===== config.mk =====
export PLATFORM = sky130hd
export DESIGN_NAME = pwm_capture
export DESIGN_NICKNAME = d
export VERILOG_FILES = /design/src/rtl/pwm_capture.sv
export SDC_FILE = /design/constraint.sdc
export NUM_CORES = 1
export LEC_CHECK = 0
export CORE_UTILIZATION = 56
export CTS_BUF_LIST = sky130_fd_sc_hd__clkbuf_8
export CTS_CLUSTER_DIAMETER = 80
export DETAILED_ROUTE_END_ITERATION = 10
export PLACE_DENSITY = 0.79
export RECOVER_POWER = 50
export SLEW_MARGIN = 10
export SYNTH_ARGS = -nofsm -noshare
export SYNTH_HDL_FRONTEND = slang
export SYNTH_SLANG_ARGS = --single-unit

===== constraint.sdc =====
create_clock -name clk -period 6.2 [get_ports clk]
set_input_delay 1.55 -clock clk [delete_from_list [all_inputs] [get_ports clk]]
set_output_delay 1.55 -clock clk [all_outputs]
set_load 0.005 [all_outputs]

===== src/rtl/pwm_capture.sv =====
// PWM input capture: period and high time of pwm_in in 2^prescale ticks.
// Define PWM_CAPTURE_FILT_EN to add a 3-sample stability filter on the input.
module pwm_capture #(
    parameter int CNT_W   = 16,
    parameter int PRESC_W = 8
) (
    input  logic               clk,
    input  logic               rst,
    input  logic               pwm_in,
    input  logic               en,
    input  logic               clear,
    input  logic [PRESC_W-1:0] prescale,
    output logic [CNT_W-1:0]   period_val,
    output logic [CNT_W-1:0]   high_val,
    output logic               valid,
    output logic               ovf,
    output logic               sig_lost
);

    typedef enum logic [1:0] {IDLE, ARM, HIGH, LOW} state_t;

    state_t             state, state_nx;
    logic               s1, s2, lvl, lvl_d;
    logic               rise_ev, fall_ev;
    logic [CNT_W-1:0]   cnt, cnt_inc, presc_cnt, presc_mask, hi_shadow;
    logic [PRESC_W-1:0] ps_clamp;
    logic               tick, meas_bad;
    logic               running, restart, capture, bad_close;

`ifdef PWM_CAPTURE_FILT_EN
    logic h1, h2;

    always_ff @(posedge clk or posedge rst) begin
        if (rst) begin
            h1 <= 1'b0;
            h2 <= 1'b0;
        end else begin
            h1 <= s2;
            h2 <= h1;
        end
    end

    // level moves only after three equal synchronized samples
    assign lvl_d = (s2 == h1 && h1 == h2) ? s2 : lvl;
`else
    assign lvl_d = s2;
`endif

    always_ff @(posedge clk or posedge rst) begin
        if (rst) begin
            s1      <= 1'b0;
            s2      <= 1'b0;
            lvl     <= 1'b0;
            rise_ev <= 1'b0;
            fall_ev <= 1'b0;
        end else begin
            s1      <= pwm_in;
            s2      <= s1;
            lvl     <= lvl_d;
            rise_ev <= lvl_d & ~lvl;
            fall_ev <= ~lvl_d & lvl;
        end
    end

    assign ps_clamp   = (prescale > PRESC_W'(CNT_W - 1)) ?
                        PRESC_W'(CNT_W - 1) : prescale;
    assign presc_mask = (CNT_W'(1) << ps_clamp) - CNT_W'(1);
    assign tick       = (presc_cnt == presc_mask);
    assign cnt_inc    = (&cnt) ? cnt : cnt + CNT_W'(tick);

    always_ff @(posedge clk or posedge rst) begin
        if (rst) state <= IDLE;
        else     state <= state_nx;
    end

    always_comb begin
        state_nx = state;
        if (clear) begin
            state_nx = en ? ARM : IDLE;
        end else if (!en) begin
            state_nx = IDLE;
        end else begin
            unique case (state)
                IDLE: state_nx = ARM;
                ARM:  if (rise_ev) state_nx = HIGH;
                HIGH: if (fall_ev) state_nx = LOW;
                LOW:  if (rise_ev) state_nx = HIGH;
                default: state_nx = IDLE;
            endcase
        end
    end

    always_comb begin
        running   = ~clear & en & (state == HIGH || state == LOW);
        restart   = ~clear & en & rise_ev & (state == ARM || state == LOW);
        capture   = restart & (state == LOW) & ~meas_bad;
        bad_close = restart & (state == LOW) & meas_bad;
        sig_lost  = (&cnt) & (state == HIGH || state == LOW);
    end

    always_ff @(posedge clk or posedge rst) begin
        if (rst) begin
            period_val <= '0;
            high_val   <= '0;
            valid      <= 1'b0;
            ovf        <= 1'b0;
            cnt        <= '0;
            presc_cnt  <= '0;
            hi_shadow  <= '0;
            meas_bad   <= 1'b0;
        end else begin
            valid <= capture;
            if (clear) begin
                period_val <= '0;
                high_val   <= '0;
                ovf        <= 1'b0;
            end else if (capture) begin
                period_val <= cnt_inc;
                high_val   <= hi_shadow;
            end else if (bad_close) begin
                ovf <= 1'b1;
            end

            if (restart || !running) begin
                cnt       <= '0;
                presc_cnt <= '0;
                meas_bad  <= 1'b0;
            end else begin
                cnt       <= cnt_inc;
                presc_cnt <= tick ? '0 : presc_cnt + CNT_W'(1);
                if (&cnt_inc) meas_bad <= 1'b1;
                if (state == HIGH && fall_ev) hi_shadow <= cnt_inc;
            end
        end
    end

endmodule


==> metrics.txt, run 1 <==
# TYPE chip_impl_metric gauge
chip_impl_info{name="worstHoldPathType",value="reg -> reg"} 1
chip_impl_metric{name="cts.reportedPaths.clkPinSlew",unit="ns"} 0.10
chip_impl_info{name="synth_top_family_by_area",value="simple AND/OR/NAND/NOR gates"} 1
chip_impl_metric{name="clock_latency",unit="ns"} 0.37
chip_impl_info{name="worst_setup_path_start_kind",value="primary input"} 1
chip_impl_metric{name="synth-adder-area-share",unit="%"} 1.14
chip_impl_info{name="critical-path-slowest-cell",value="sky130_fd_sc_hd__clkdlybuf4s50_1"} 1
chip_impl_metric{name="yosys.cell_types.count",unit=""} 49
chip_impl_metric{name="avgSynthCellArea",unit="um^2"} 9.34
chip_impl_metric{name="post_synth_xor_xnor_area",unit="%"} 6.01
chip_impl_metric{name="first_pass_iters",unit=""} 5
chip_impl_metric{name="critical_path_arrival",unit="ns"} 6.12
chip_impl_metric{name="grt_start_max_net_pins",unit=""} 55
chip_impl_metric{name="overall_fraction_of_global_route_tracks_in_use",unit="%"} 27.1
chip_impl_info{name="worstPathCellList",value="clkdlybuf4s50_1, nor4_2, nand2_1, or3_1, ha_1, nor2_1, a21oi_1, o21ai_0, xor2_1, or3_1, nor4_1, ha_1, ha_1, and3_1, and2_1, o21ai_0, nor4b_1, a32o_1"} 1
chip_impl_info{name="synth_ff_type",value="sky130_fd_sc_hd__dfrtp_1"} 1
chip_impl_metric{name="min_period_over_period",unit="%"} 93.6
chip_impl_metric{name="synth_nets",unit=""} 485
chip_impl_metric{name="worst_pin_slew",unit="ns"} 1.61
chip_impl_metric{name="place.gp.congestion",unit=""} 0.904
chip_impl_metric{name="ant_nets",unit=""} 0
chip_impl_metric{name="cap_viol_max_count",unit=""} 1
chip_impl_metric{name="power_density_normalized_to_cell_area",unit="nW/um^2"} 200
chip_impl_metric{name="irDropWorstVdd",unit="V"} 0.000131
chip_impl_metric{name="grt_met2_use",unit="%"} 39.7
chip_impl_metric{name="synth_async_sr_flop_share",unit="%"} 100
chip_impl_metric{name="syn_inst",unit=""} 468
chip_impl_metric{name="setup_viol_count_final",unit=""} 0
chip_impl_metric{name="area_fraction_in_compound_gates_after_synthesis",unit="%"} 10.5
chip_impl_metric{name="grt-ovfl-total",unit=""} 0
chip_impl_metric{name="number_of_buffers_created_by_cts",unit=""} 9
chip_impl_metric{name="area_growth_syn_to_layout",unit="%"} 19.1
chip_impl_metric{name="max_freq",unit="MHz"} 172
chip_impl_metric{name="initial_antenna_violation_count",unit=""} 0
chip_impl_metric{name="worst_clock_skew_on_the_final_layout",unit="ns"} 0.0167
chip_impl_metric{name="place_hpwl",unit="um"} 7280
chip_impl_metric{name="drv_slew",unit=""} 38
chip_impl_metric{name="synth_enable_flop_cells",unit=""} 0
chip_impl_metric{name="post_syn_area",unit="um^2"} 4370
chip_impl_info{name="failed_checks",value="capacitance limit, slew limit"} 1
chip_impl_metric{name="crit_path_max_incr_delay",unit="ns"} 0.43
chip_impl_info{name="setup.worst_path.end_class",value="flop"} 1
chip_impl_info{name="synth_top_area_cell",value="sky130_fd_sc_hd__dfrtp_1"} 1
chip_impl_info{name="grt_busiest_layer",value="met1"} 1
chip_impl_metric{name="setup-tns-final",unit="ns"} 0
chip_impl_metric{name="ctsLongestPathBuffers",unit=""} 2
chip_impl_metric{name="clock_tree.htree_level_count",unit=""} 3
chip_impl_metric{name="antenna_cells_inserted",unit=""} 0
chip_impl_metric{name="cts.repair.resized",unit=""} 0
chip_impl_metric{name="power.total",unit="W"} 0.00104
chip_impl_info{name="ys_top_cells_by_count",value="sky130_fd_sc_hd__dfrtp_1, sky130_fd_sc_hd__nand2_1, sky130_fd_sc_hd__nor2_1"} 1
chip_impl_info{name="hold_path_startpoint",value="s1"} 1
chip_impl_info{name="critical_path_class",value="in -> reg"} 1
chip_impl_metric{name="final-hold-violation-count",unit=""} 0
chip_impl_info{name="synth.area.top_cells",value="sky130_fd_sc_hd__dfrtp_1, sky130_fd_sc_hd__nand2_1, sky130_fd_sc_hd__nand3b_1"} 1
chip_impl_metric{name="finalWirelength",unit="um"} 10200
chip_impl_metric{name="dr_total_vias",unit=""} 3553
chip_impl_metric{name="vias_per_cell",unit=""} 5.71
chip_impl_metric{name="routedWlPerCell",unit="um"} 16.4
chip_impl_info{name="critical_path.reg2reg.startpoint",value="presc_cnt[11]"} 1
chip_impl_metric{name="hold-path-cell-count",unit=""} 0
chip_impl_metric{name="power.static_leakage",unit="nW"} 2.31
chip_impl_metric{name="design.final.nets",unit=""} 535
chip_impl_metric{name="detail_route.drc_violations",unit=""} 0
chip_impl_info{name="hold_end",value="lvl_d"} 1
chip_impl_metric{name="share_of_yosys_cell_area_claimed_by_the_top_area_cell_type",unit="%"} 51.5
chip_impl_metric{name="timing.reg2reg.setup_slack",unit="ns"} 2.69
chip_impl_metric{name="cts_post_setup_buffers_inserted",unit=""} 0
chip_impl_metric{name="start_util",unit="%"} 59.0
chip_impl_metric{name="number_of_cells_on_the_worst_reg_to_reg_path",unit=""} 12
chip_impl_metric{name="num_rows",unit=""} 31
chip_impl_metric{name="finalWorstPathRequiredPeriod",unit="ns"} 5.81
chip_impl_info{name="tritoncts",value="done"} 1
chip_impl_metric{name="maximum_net_fanout_on_the_critical_path",unit=""} 12
chip_impl_metric{name="numPortBuffers",unit=""} 47
chip_impl_info{name="cpMostUsedCell",value="sky130_fd_sc_hd__ha_1"} 1
chip_impl_metric{name="synth_mux_area_share",unit="%"} 0.973
chip_impl_metric{name="worst_max_slew_margin_expressed_relative_to_the_limit",unit="%"} -8.22
chip_impl_metric{name="dieArea",unit="um^2"} 8170
chip_impl_metric{name="layout-drive-gt1-share",unit="%"} 8.22
chip_impl_metric{name="core-area",unit="um^2"} 7410
chip_impl_info{name="clock-root-buffer",value="sky130_fd_sc_hd__clkbuf_8"} 1
chip_impl_info{name="r2r-end",value="meas_bad"} 1
chip_impl_info{name="synth.most_common_cell",value="sky130_fd_sc_hd__dfrtp_1"} 1
chip_impl_info{name="run_status",value="finished, violations left"} 1
chip_impl_metric{name="grt_use_met1",unit="%"} 41.4
chip_impl_metric{name="grt_pass1_vias",unit=""} 3390
chip_impl_metric{name="yosys_warnings",unit=""} 0
chip_impl_metric{name="cts_sinks",unit=""} 90
chip_impl_metric{name="io-pin-count",unit=""} 48
chip_impl_metric{name="post_cts_hold_buffer_count",unit=""} 0
chip_impl_metric{name="die_h",unit="um"} 90.4
chip_impl_metric{name="ys_seq_area_share",unit="%"} 51.5
chip_impl_info{name="rsz0062_at_grt",value="no"} 1
chip_impl_metric{name="yosys.area_share.simple",unit="%"} 27.2
chip_impl_metric{name="width_of_the_chip",unit="um"} 90.4
chip_impl_metric{name="wire_length_of_the_first_global_routing_pass",unit="um"} 17200
chip_impl_metric{name="detailedRoute.firstIterationViolations",unit=""} 227
chip_impl_metric{name="timing.critical_path.required",unit="ns"} 6.51
chip_impl_metric{name="synth_seq_cells",unit=""} 90
chip_impl_metric{name="groute.layer.met3.usage",unit="%"} 3.54
-- per-layer routing --
| layer | part of all wire, % | routed length (um) |
|---|---|---|
| met1 | 49 | 4990 |
| met4 | 1.9 | 196 |
| met5 | 0 | 0 |
| met2 | 44 | 4480 |
| met3 | 5.1 | 519 |
-- cells by family (layout without fill, tap and decap cells) --
| family | after synthesis | after routing |
|---|---|---|
| compound gates | 77 | 77 |
| xor+xnor | 30 | 30 |
| fa+ha+maj | 4 | 4 |
| buf+inv | 29 | 84 |
| flops | 90 | 90 |
| mux | 4 | 4 |
| simple gates | 234 | 234 |
-- sequential cells by signal (all words and copies together) (netlist names) --
register,count
presc_cnt,16
lvl,1
ovf,1
lvl_d,1
period_val,16
rise_ev,1
s1,1
fall_ev,1
valid,1
hi_shadow,16
state,2
high_val,16
cnt,16
meas_bad,1
-- layout by cell type (no fill, tap or decap), types with 3 or more instances in the layout --
cell and count:
sky130_fd_sc_hd__clkinv_8 3, sky130_fd_sc_hd__nor2b_1 6, sky130_fd_sc_hd__clkbuf_8 9, sky130_fd_sc_hd__or3_1 4
sky130_fd_sc_hd__dfrtp_1 90, sky130_fd_sc_hd__nand2_1 72, sky130_fd_sc_hd__dlygate4sd3_1 37, sky130_fd_sc_hd__o21ai_0 44
sky130_fd_sc_hd__nor2_1 52, sky130_fd_sc_hd__buf_4 16, sky130_fd_sc_hd__nand4_1 6, sky130_fd_sc_hd__nand3b_1 33
sky130_fd_sc_hd__nor4_1 3, sky130_fd_sc_hd__clkdlybuf4s50_1 10, sky130_fd_sc_hd__and3_1 10, sky130_fd_sc_hd__xnor2_1 12
sky130_fd_sc_hd__a21oi_1 15, sky130_fd_sc_hd__nor3_1 6, sky130_fd_sc_hd__and2_1 5, sky130_fd_sc_hd__xor2_1 18
sky130_fd_sc_hd__nand3_1 22, sky130_fd_sc_hd__ha_1 4, sky130_fd_sc_hd__clkinv_4 3
-- worst max-delay path by stage --
stage | start | end | slack [ns] | cells after the start
6_report | prescale[4] | meas_bad | 0.39 | 18
5_1_grt | prescale[4] | meas_bad | 0.003 | 18
4_1_cts | prescale[4] | meas_bad | 0.38 | 19
3_5_place_dp | prescale[4] | meas_bad | -0.002 | 19
3_3_place_gp | prescale[4] | meas_bad | 0.15 | 18
2_1_floorplan | prescale[4] | meas_bad | 0.52 | 20
-- through the flow --
stage / instances / cell area (um^2) / worst slack, ns / utilization [%] / hold WS [ns]
after global routing: 622 / 5210 / 0.00345 / 70.3 / 0.385
after floorplan: 468 / 4370 / 0.525 / - / 0.331
after detailed placement: 606 / 4990 / -0.00222 / 67.4 / 0.346
after global placement: 606 / 4990 / 0.147 / 67.4 / 0.342
after CTS: 622 / 5200 / 0.376 / 70.2 / 0.375
final: 622 / 5210 / 0.394 / 70.3 / 0.372
-- power by group --
part / internal, W / leakage [nW] / switching (W) / total [W]
combinational: 0.0000177 / 0.956 / 0.0000281 / 0.0000458
sequential: 0.000589 / 1.25 / 0.00000185 / 0.000591
clock: 0.000161 / 0.104 / 0.000243 / 0.000403
-- critical path, delay by kind of cell --
family	cells	cell delay (ns)
buf+inv	1	0.43
xor+xnor	1	0.11
simple gates	9	2.53
compound gates	4	0.67
fa+ha+maj	3	0.81
-- cell type report --
type	instances	area [um^2]
sequential	90	2250
multi-input combinational	349	2010
tap	99	124
timing repair buffer	64	596
clock inverter	7	86.3
fill	582	2200
clock buffer	9	124
inverter	4	16.3
Note: power is estimated with default switching activity, not from simulation.
==> run 2: changes to the inputs <==
Settings changed: REMOVE_ABC_BUFFERS from default to 1.
==> run 2 against run 1 <==
Net effect: the run still ends with capacitance limit, slew limit left; clock power shrank 9.9%; critical endpoint unchanged; utilization shrank 0.69 points; final area shrank 0.98%; largest power group unchanged; non-clock buffer count shrank 2; highest routed layer unchanged; sequential power is essentially flat; worst hold slack gained 0.0030 ns; global-route usage shrank 1.6 points; sequential share of layout area grew 0.43 points; fmax shrank 0.21%; via count is essentially flat; final cell count shrank 0.32%; wire length shrank 5.1%.
==> metrics.txt, run 2 (synthesis results as in run 1) <==
# TYPE chip_impl_metric gauge
chip_impl_info{name="final_cell_mix",value="sky130_fd_sc_hd__dfrtp_1, sky130_fd_sc_hd__nand2_1, sky130_fd_sc_hd__nor2_1, sky130_fd_sc_hd__o21ai_0, sky130_fd_sc_hd__dlygate4sd3_1"} 1
chip_impl_metric{name="power_density_normalized_to_cell_area",unit="nW/um^2"} 194
chip_impl_info{name="r2r-end",value="meas_bad"} 1
chip_impl_metric{name="routedWlPerCell",unit="um"} 15.6
chip_impl_metric{name="dieArea",unit="um^2"} 8170
chip_impl_metric{name="worst_clock_skew_on_the_final_layout",unit="ns"} 0.00877
chip_impl_metric{name="irDropWorstVdd",unit="V"} 0.000163
chip_impl_metric{name="ctsLongestPathBuffers",unit=""} 2
chip_impl_metric{name="finalWorstPathRequiredPeriod",unit="ns"} 5.82
chip_impl_metric{name="width_of_the_chip",unit="um"} 90.4
chip_impl_info{name="failed_checks",value="capacitance limit, slew limit"} 1
chip_impl_info{name="layout_commonest_cell",value="sky130_fd_sc_hd__dfrtp_1"} 1
chip_impl_info{name="worst_setup_path_startpoint",value="prescale[4]"} 1
chip_impl_metric{name="clock_tree.htree_level_count",unit=""} 3
chip_impl_metric{name="initial_antenna_violation_count",unit=""} 0
chip_impl_metric{name="vias_per_cell",unit=""} 5.73
chip_impl_info{name="run_status",value="finished, violations left"} 1
chip_impl_metric{name="ant_nets",unit=""} 0
chip_impl_metric{name="max_freq",unit="MHz"} 172
chip_impl_metric{name="cts.reportedPaths.clkPinSlew",unit="ns"} 0.09
chip_impl_metric{name="place.detailed.instances",unit=""} 604
chip_impl_metric{name="antenna_cells_inserted",unit=""} 0
chip_impl_metric{name="cts_sinks",unit=""} 90
chip_impl_metric{name="core-area",unit="um^2"} 7410
chip_impl_metric{name="grt-ovfl-total",unit=""} 0
chip_impl_info{name="worstHoldPathType",value="reg -> reg"} 1
chip_impl_metric{name="number_of_buffers_created_by_cts",unit=""} 9
chip_impl_metric{name="wire_length_of_the_first_global_routing_pass",unit="um"} 16600
chip_impl_info{name="critical_path_class",value="in -> reg"} 1
chip_impl_metric{name="finalWirelength",unit="um"} 9660
chip_impl_metric{name="min_period_over_period",unit="%"} 93.9
chip_impl_info{name="tritoncts",value="done"} 1
chip_impl_metric{name="clock_latency",unit="ns"} 0.35
chip_impl_info{name="worst_setup_path_start_kind",value="primary input"} 1
chip_impl_metric{name="critical_path_arrival",unit="ns"} 6.10
chip_impl_metric{name="start_util",unit="%"} 59.0
chip_impl_metric{name="detail_route.drc_violations",unit=""} 0
chip_impl_metric{name="power.switching",unit="W"} 0.000236
chip_impl_metric{name="timing.critical_path.required",unit="ns"} 6.49
chip_impl_info{name="clock-root-buffer",value="sky130_fd_sc_hd__clkbuf_8"} 1
chip_impl_metric{name="cap_viol_max_count",unit=""} 2
chip_impl_metric{name="layout-drive-gt1-share",unit="%"} 7.29
chip_impl_metric{name="setup-tns-final",unit="ns"} 0
chip_impl_metric{name="die_h",unit="um"} 90.4
chip_impl_metric{name="first_pass_iters",unit=""} 5
chip_impl_metric{name="grt_pass1_vias",unit=""} 3422
chip_impl_metric{name="setup_viol_count_final",unit=""} 0
chip_impl_metric{name="final-hold-violation-count",unit=""} 0
chip_impl_metric{name="overall_fraction_of_global_route_tracks_in_use",unit="%"} 25.5
chip_impl_metric{name="dr_total_vias",unit=""} 3552
chip_impl_metric{name="worst_pin_slew",unit="ns"} 2.51
chip_impl_metric{name="switching_share",unit="%"} 23.6
chip_impl_metric{name="final_cell_count_no_fill",unit=""} 620
chip_impl_metric{name="place_hpwl",unit="um"} 6810
chip_impl_metric{name="design.final.nets",unit=""} 533
chip_impl_metric{name="num_rows",unit=""} 31
chip_impl_metric{name="area_growth_syn_to_layout",unit="%"} 17.9
chip_impl_metric{name="place.gp.congestion",unit=""} 0.911
chip_impl_metric{name="grt_start_max_net_pins",unit=""} 50
chip_impl_metric{name="power.static_leakage",unit="nW"} 2.28
chip_impl_metric{name="p_comb_share",unit="%"} 4.6
chip_impl_metric{name="drv_slew",unit=""} 93
chip_impl_metric{name="worst_max_slew_margin_expressed_relative_to_the_limit",unit="%"} -67.4
chip_impl_info{name="critical_path.reg2reg.startpoint",value="presc_cnt[2]"} 1
chip_impl_metric{name="numPortBuffers",unit=""} 47
chip_impl_metric{name="detailedRoute.firstIterationViolations",unit=""} 286
chip_impl_metric{name="post_cts_hold_buffer_count",unit=""} 0
chip_impl_info{name="worstSetupEndpoint",value="meas_bad"} 1
chip_impl_metric{name="p_int",unit="W"} 0.000763
chip_impl_metric{name="timing.reg2reg.setup_slack",unit="ns"} 2.61
chip_impl_info{name="setup.worst_path.end_class",value="flop"} 1
chip_impl_metric{name="sequentialPowerShare",unit="%"} 59.1
chip_impl_metric{name="clock_power_share",unit="%"} 36.3
chip_impl_metric{name="io-pin-count",unit=""} 48
chip_impl_metric{name="number_of_cells_on_the_worst_reg_to_reg_path",unit=""} 12
chip_impl_info{name="rsz0062_at_grt",value="no"} 1
chip_impl_metric{name="maximum_net_fanout_on_the_critical_path",unit=""} 7
[run 2: worst min-delay path by stage]
| stage | from | to | slack, ns | cells after the start |
|---|---|---|---|---|
| after floorplan | s1 | lvl_d | 0.33 | 0 |
| after global placement | s1 | lvl_d | 0.34 | 0 |
| after detailed placement | s1 | lvl_d | 0.35 | 0 |
| after CTS | s1 | lvl_d | 0.38 | 0 |
| after global routing | s1 | lvl_d | 0.40 | 0 |
| final | s1 | lvl_d | 0.37 | 0 |
[run 2: layout make-up]
cell class	count	area, um^2
inverters	4	16.3
clock buffers	10	138
multi-input cells	349	2010
repair buffers	62	576
flip-flops and latches	90	2250
well taps	99	124
clock inverters	6	41.3
fillers	605	2250
[run 2: layer usage]
metal | global-route usage [%] | part of all wire, % | up-vias
met4 | 7.53 | 1.6 | 0
met3 | 3.45 | 4.1 | 18
li1 | - | - | 1714
met5 | 0 | 0 | -
met2 | 37.8 | 45 | 95
met1 | 39.1 | 50 | 1725
[run 2: power by group through the flow]
| stage | registers, W | logic (W) | clock network, W |
|---|---|---|---|
| final | 0.000591 | 0.0000458 | 0.000363 |
| after global routing | 0.000591 | 0.0000517 | 0.000392 |
| after CTS | 0.000590 | 0.0000469 | 0.000371 |
| after detailed placement | 0.000602 | 0.0000467 | 0 |
| after global placement | 0.000602 | 0.0000460 | 0 |
| after floorplan | 0.000602 | 0.0000225 | 0 |
[run 2: critical path, cell delays in order]
cell	delay, ns
sky130_fd_sc_hd__clkdlybuf4s50_1	0.44
sky130_fd_sc_hd__nor4_2	0.33
sky130_fd_sc_hd__nand2_1	0.14
sky130_fd_sc_hd__or3_1	0.32
sky130_fd_sc_hd__ha_1	0.27
sky130_fd_sc_hd__nor2_1	0.19
sky130_fd_sc_hd__a21oi_1	0.09
sky130_fd_sc_hd__o21ai_0	0.22
sky130_fd_sc_hd__xor2_1	0.11
sky130_fd_sc_hd__or3_1	0.37
sky130_fd_sc_hd__nor4_1	0.31
sky130_fd_sc_hd__ha_1	0.29
sky130_fd_sc_hd__ha_1	0.29
sky130_fd_sc_hd__and3_1	0.25
sky130_fd_sc_hd__and2_1	0.20
sky130_fd_sc_hd__o21ai_0	0.13
sky130_fd_sc_hd__nor4b_1	0.37
sky130_fd_sc_hd__a32o_1	0.21
[run 2: repair_timing]
item | 4_1_cts | 5_1_grt
setup endpoints to repair | 0 | 2
setup buffers | 0 | 0
resized for setup | 0 | 1
[run 2: through the flow]
step	power (W)	area, um^2	setup WS [ns]	hold WS [ns]	util (%)
floorplan	0.000624	4270	0.181	0.331	-
global placement	0.000648	4980	0.187	0.341	67.2
detailed placement	0.000649	4980	-0.000662	0.350	67.2
CTS	0.00101	5160	0.339	0.379	69.6
global route	0.00103	5160	0.0837	0.396	69.6
finish	0.000999	5160	0.381	0.375	69.6
==> run 3: changes to the inputs <==
Clock period 6.2 ns to 7 ns, I/O delays scaled along.
==> run 3 against run 2 <==
Net effect: the flow still finishes with violations (capacitance limit, slew limit); power fell by 5.1%; clock power rose by 6.1%; register-to-register slack improved by 0.77 ns; largest cell class unchanged; sequential share of layout area rose by 0.19 points; critical path type unchanged; global-route usage fell by 0.51 points; clock skew rose by 0.0012 ns.
==> metrics.txt, run 3 (synthesis results as in run 1) <==
# TYPE chip_impl_metric gauge
chip_impl_metric{name="clock_power_share",unit="%"} 40.7
chip_impl_metric{name="dieArea",unit="um^2"} 8170
chip_impl_metric{name="io-pin-count",unit=""} 48
chip_impl_info{name="rsz0062_at_grt",value="no"} 1
chip_impl_metric{name="worst_pin_slew",unit="ns"} 2.16
chip_impl_info{name="layout_commonest_cell",value="sky130_fd_sc_hd__dfrtp_1"} 1
chip_impl_info{name="setup.worst_path.end_class",value="flop"} 1
chip_impl_metric{name="place.gp.congestion",unit=""} 0.883
chip_impl_metric{name="vias_per_cell",unit=""} 5.78
chip_impl_metric{name="power.static_leakage",unit="nW"} 2.25
chip_impl_metric{name="post_cts_hold_buffer_count",unit=""} 0
chip_impl_metric{name="detail_route.drc_violations",unit=""} 0
chip_impl_metric{name="ant_nets",unit=""} 0
chip_impl_metric{name="timing.reg2reg.setup_slack",unit="ns"} 3.38
chip_impl_metric{name="clock_tree.htree_level_count",unit=""} 3
chip_impl_metric{name="width_of_the_chip",unit="um"} 90.4
chip_impl_metric{name="power.switching",unit="W"} 0.000203
chip_impl_metric{name="power_density_normalized_to_cell_area",unit="nW/um^2"} 185
chip_impl_metric{name="finalWorstPathRequiredPeriod",unit="ns"} 6.17
chip_impl_metric{name="numPortBuffers",unit=""} 47
chip_impl_metric{name="area_growth_syn_to_layout",unit="%"} 17.4
chip_impl_metric{name="number_of_cells_on_the_worst_reg_to_reg_path",unit=""} 13
chip_impl_metric{name="grt_start_max_net_pins",unit=""} 91
chip_impl_metric{name="hold-path-cell-count",unit=""} 0
chip_impl_metric{name="die_h",unit="um"} 90.4
chip_impl_metric{name="grt_pass1_vias",unit=""} 3303
chip_impl_metric{name="worst_clock_skew_on_the_final_layout",unit="ns"} 0.00994
chip_impl_metric{name="cap_viol_max_count",unit=""} 1
chip_impl_metric{name="grt-ovfl-total",unit=""} 0
chip_impl_metric{name="final-hold-violation-count",unit=""} 0
chip_impl_metric{name="routedWlPerCell",unit="um"} 15.6
chip_impl_metric{name="wire_length_of_the_first_global_routing_pass",unit="um"} 16300
chip_impl_metric{name="max_freq",unit="MHz"} 162
chip_impl_metric{name="cts.repair.resized",unit=""} 0
chip_impl_info{name="final_cell_mix",value="sky130_fd_sc_hd__dfrtp_1, sky130_fd_sc_hd__nand2_1, sky130_fd_sc_hd__nor2_1, sky130_fd_sc_hd__o21ai_0, sky130_fd_sc_hd__nand3b_1"} 1
chip_impl_metric{name="place_hpwl",unit="um"} 6470
chip_impl_metric{name="min_period_over_period",unit="%"} 88.1
chip_impl_info{name="worstHoldPathType",value="reg -> reg"} 1
chip_impl_metric{name="p_comb_share",unit="%"} 4.1
chip_impl_metric{name="ctsLongestPathBuffers",unit=""} 2
chip_impl_metric{name="design.final.nets",unit=""} 526
chip_impl_metric{name="setup_viol_count_final",unit=""} 0
chip_impl_metric{name="setup-tns-final",unit="ns"} 0
chip_impl_info{name="critical_path_class",value="in -> reg"} 1
chip_impl_metric{name="final.setup.worst_slack",unit="ns"} 0.835
chip_impl_metric{name="worst_max_slew_margin_expressed_relative_to_the_limit",unit="%"} -43.8
chip_impl_info{name="failed_checks",value="capacitance limit, slew limit"} 1
chip_impl_metric{name="critical_path_arrival",unit="ns"} 6.41
chip_impl_metric{name="dr_total_vias",unit=""} 3531
chip_impl_metric{name="timing.critical_path.required",unit="ns"} 7.25
chip_impl_metric{name="irDropWorstVdd",unit="V"} 0.000198
chip_impl_info{name="clock-root-buffer",value="sky130_fd_sc_hd__clkbuf_8"} 1
chip_impl_metric{name="cts_post_setup_buffers_inserted",unit=""} 0
chip_impl_metric{name="sequentialPowerShare",unit="%"} 55.2
chip_impl_info{name="hold_end",value="lvl_d"} 1
chip_impl_metric{name="first_pass_iters",unit=""} 5
chip_impl_metric{name="antenna_cells_inserted",unit=""} 0
chip_impl_info{name="critical_path.reg2reg.startpoint",value="presc_cnt[2]"} 1
chip_impl_metric{name="detailedPlace.worstSlack",unit="ns"} 0.510
chip_impl_metric{name="cts.reportedPaths.clkPinSlew",unit="ns"} 0.08
chip_impl_metric{name="start_util",unit="%"} 59.0
chip_impl_metric{name="cts_sinks",unit=""} 90
chip_impl_metric{name="finalWirelength",unit="um"} 9500
chip_impl_metric{name="power.total",unit="W"} 0.000948
chip_impl_info{name="r2r-end",value="meas_bad"} 1
chip_impl_metric{name="initial_antenna_violation_count",unit=""} 0
chip_impl_metric{name="num_rows",unit=""} 31
chip_impl_metric{name="core-area",unit="um^2"} 7410
chip_impl_info{name="run_status",value="finished, violations left"} 1
chip_impl_metric{name="detailedRoute.firstIterationViolations",unit=""} 237
chip_impl_metric{name="switching_share",unit="%"} 21.4
chip_impl_metric{name="overall_fraction_of_global_route_tracks_in_use",unit="%"} 25.0
chip_impl_metric{name="drv_slew",unit=""} 91
chip_impl_info{name="hold_path_startpoint",value="s1"} 1
chip_impl_metric{name="number_of_buffers_created_by_cts",unit=""} 9
chip_impl_metric{name="layout-drive-gt1-share",unit="%"} 5.86
chip_impl_info{name="worst_setup_path_start_kind",value="primary input"} 1
chip_impl_metric{name="maximum_net_fanout_on_the_critical_path",unit=""} 12
chip_impl_metric{name="clock_latency",unit="ns"} 0.36
chip_impl_metric{name="p_int",unit="W"} 0.000745
chip_impl_info{name="tritoncts",value="done"} 1
## run 3: how the worst max path moves through the flow
stage                 from       end  slack [ns]
2_1_floorplan  prescale[4]  meas_bad        0.78
3_3_place_gp   prescale[2]  meas_bad        0.54
4_1_cts        prescale[4]  meas_bad        0.86
6_report       prescale[4]  meas_bad        0.83
3_5_place_dp   prescale[2]  meas_bad        0.51
5_1_grt        prescale[2]  meas_bad        0.45
## run 3: routing by layer
layer,vias up,track usage [%],part of all wire [%]
li1,1697,-,-
met1,1707,38.9,50
met2,114,35.5,44
met3,13,4.71,5.5
met4,0,6.99,1.1
met5,-,0,0
## run 3: through the flow
| step | std cells | area (um^2) | utilization [%] | hold slack (ns) |
|---|---|---|---|---|
| 6_report | 611 | 5130 | 69.3 | 0.358 |
| 2_1_floorplan | 443 | 4270 | - | 0.331 |
| 3_3_place_gp | 597 | 4930 | 66.5 | 0.334 |
| 4_1_cts | 611 | 5140 | 69.4 | 0.359 |
| 5_1_grt | 611 | 5130 | 69.3 | 0.361 |
| 3_5_place_dp | 597 | 4930 | 66.5 | 0.340 |
## run 3: worst max-delay path, stage by stage
cell and delay, ns:
sky130_fd_sc_hd__clkdlybuf4s50_1 0.41, sky130_fd_sc_hd__nor4_1 0.35, sky130_fd_sc_hd__nand2_1 0.15, sky130_fd_sc_hd__or3_1 0.34, sky130_fd_sc_hd__ha_1 0.34, sky130_fd_sc_hd__nor2_1 0.21
sky130_fd_sc_hd__a21oi_1 0.09, sky130_fd_sc_hd__o21ai_0 0.21, sky130_fd_sc_hd__xor2_1 0.10, sky130_fd_sc_hd__or3_1 0.38, sky130_fd_sc_hd__nor4_1 0.28, sky130_fd_sc_hd__ha_1 0.29
sky130_fd_sc_hd__ha_1 0.30, sky130_fd_sc_hd__and3_1 0.26, sky130_fd_sc_hd__and2_1 0.21, sky130_fd_sc_hd__nand3_1 0.11, sky130_fd_sc_hd__mux2i_1 0.29, sky130_fd_sc_hd__nor3_1 0.11
sky130_fd_sc_hd__a32o_1 0.23
## run 3: power groups by stage
stage,sequential [W],clock [W],combinational (W)
CTS,0.000523,0.000391,0.0000406
global route,0.000523,0.000410,0.0000442
global placement,0.000533,0,0.0000398
finish,0.000523,0.000385,0.0000392
floorplan,0.000533,0,0.0000199
detailed placement,0.000533,0,0.0000404
## run 3: cell type report
| class | count | area (um^2) |
|---|---|---|
| timing repair buffer | 55 | 524 |
| multi-input combinational | 349 | 2000 |
| tap | 99 | 124 |
| fill | 613 | 2270 |
| sequential | 90 | 2250 |
| clock inverter | 4 | 76.3 |
| inverter | 4 | 16.3 |
| clock buffer | 10 | 138 |
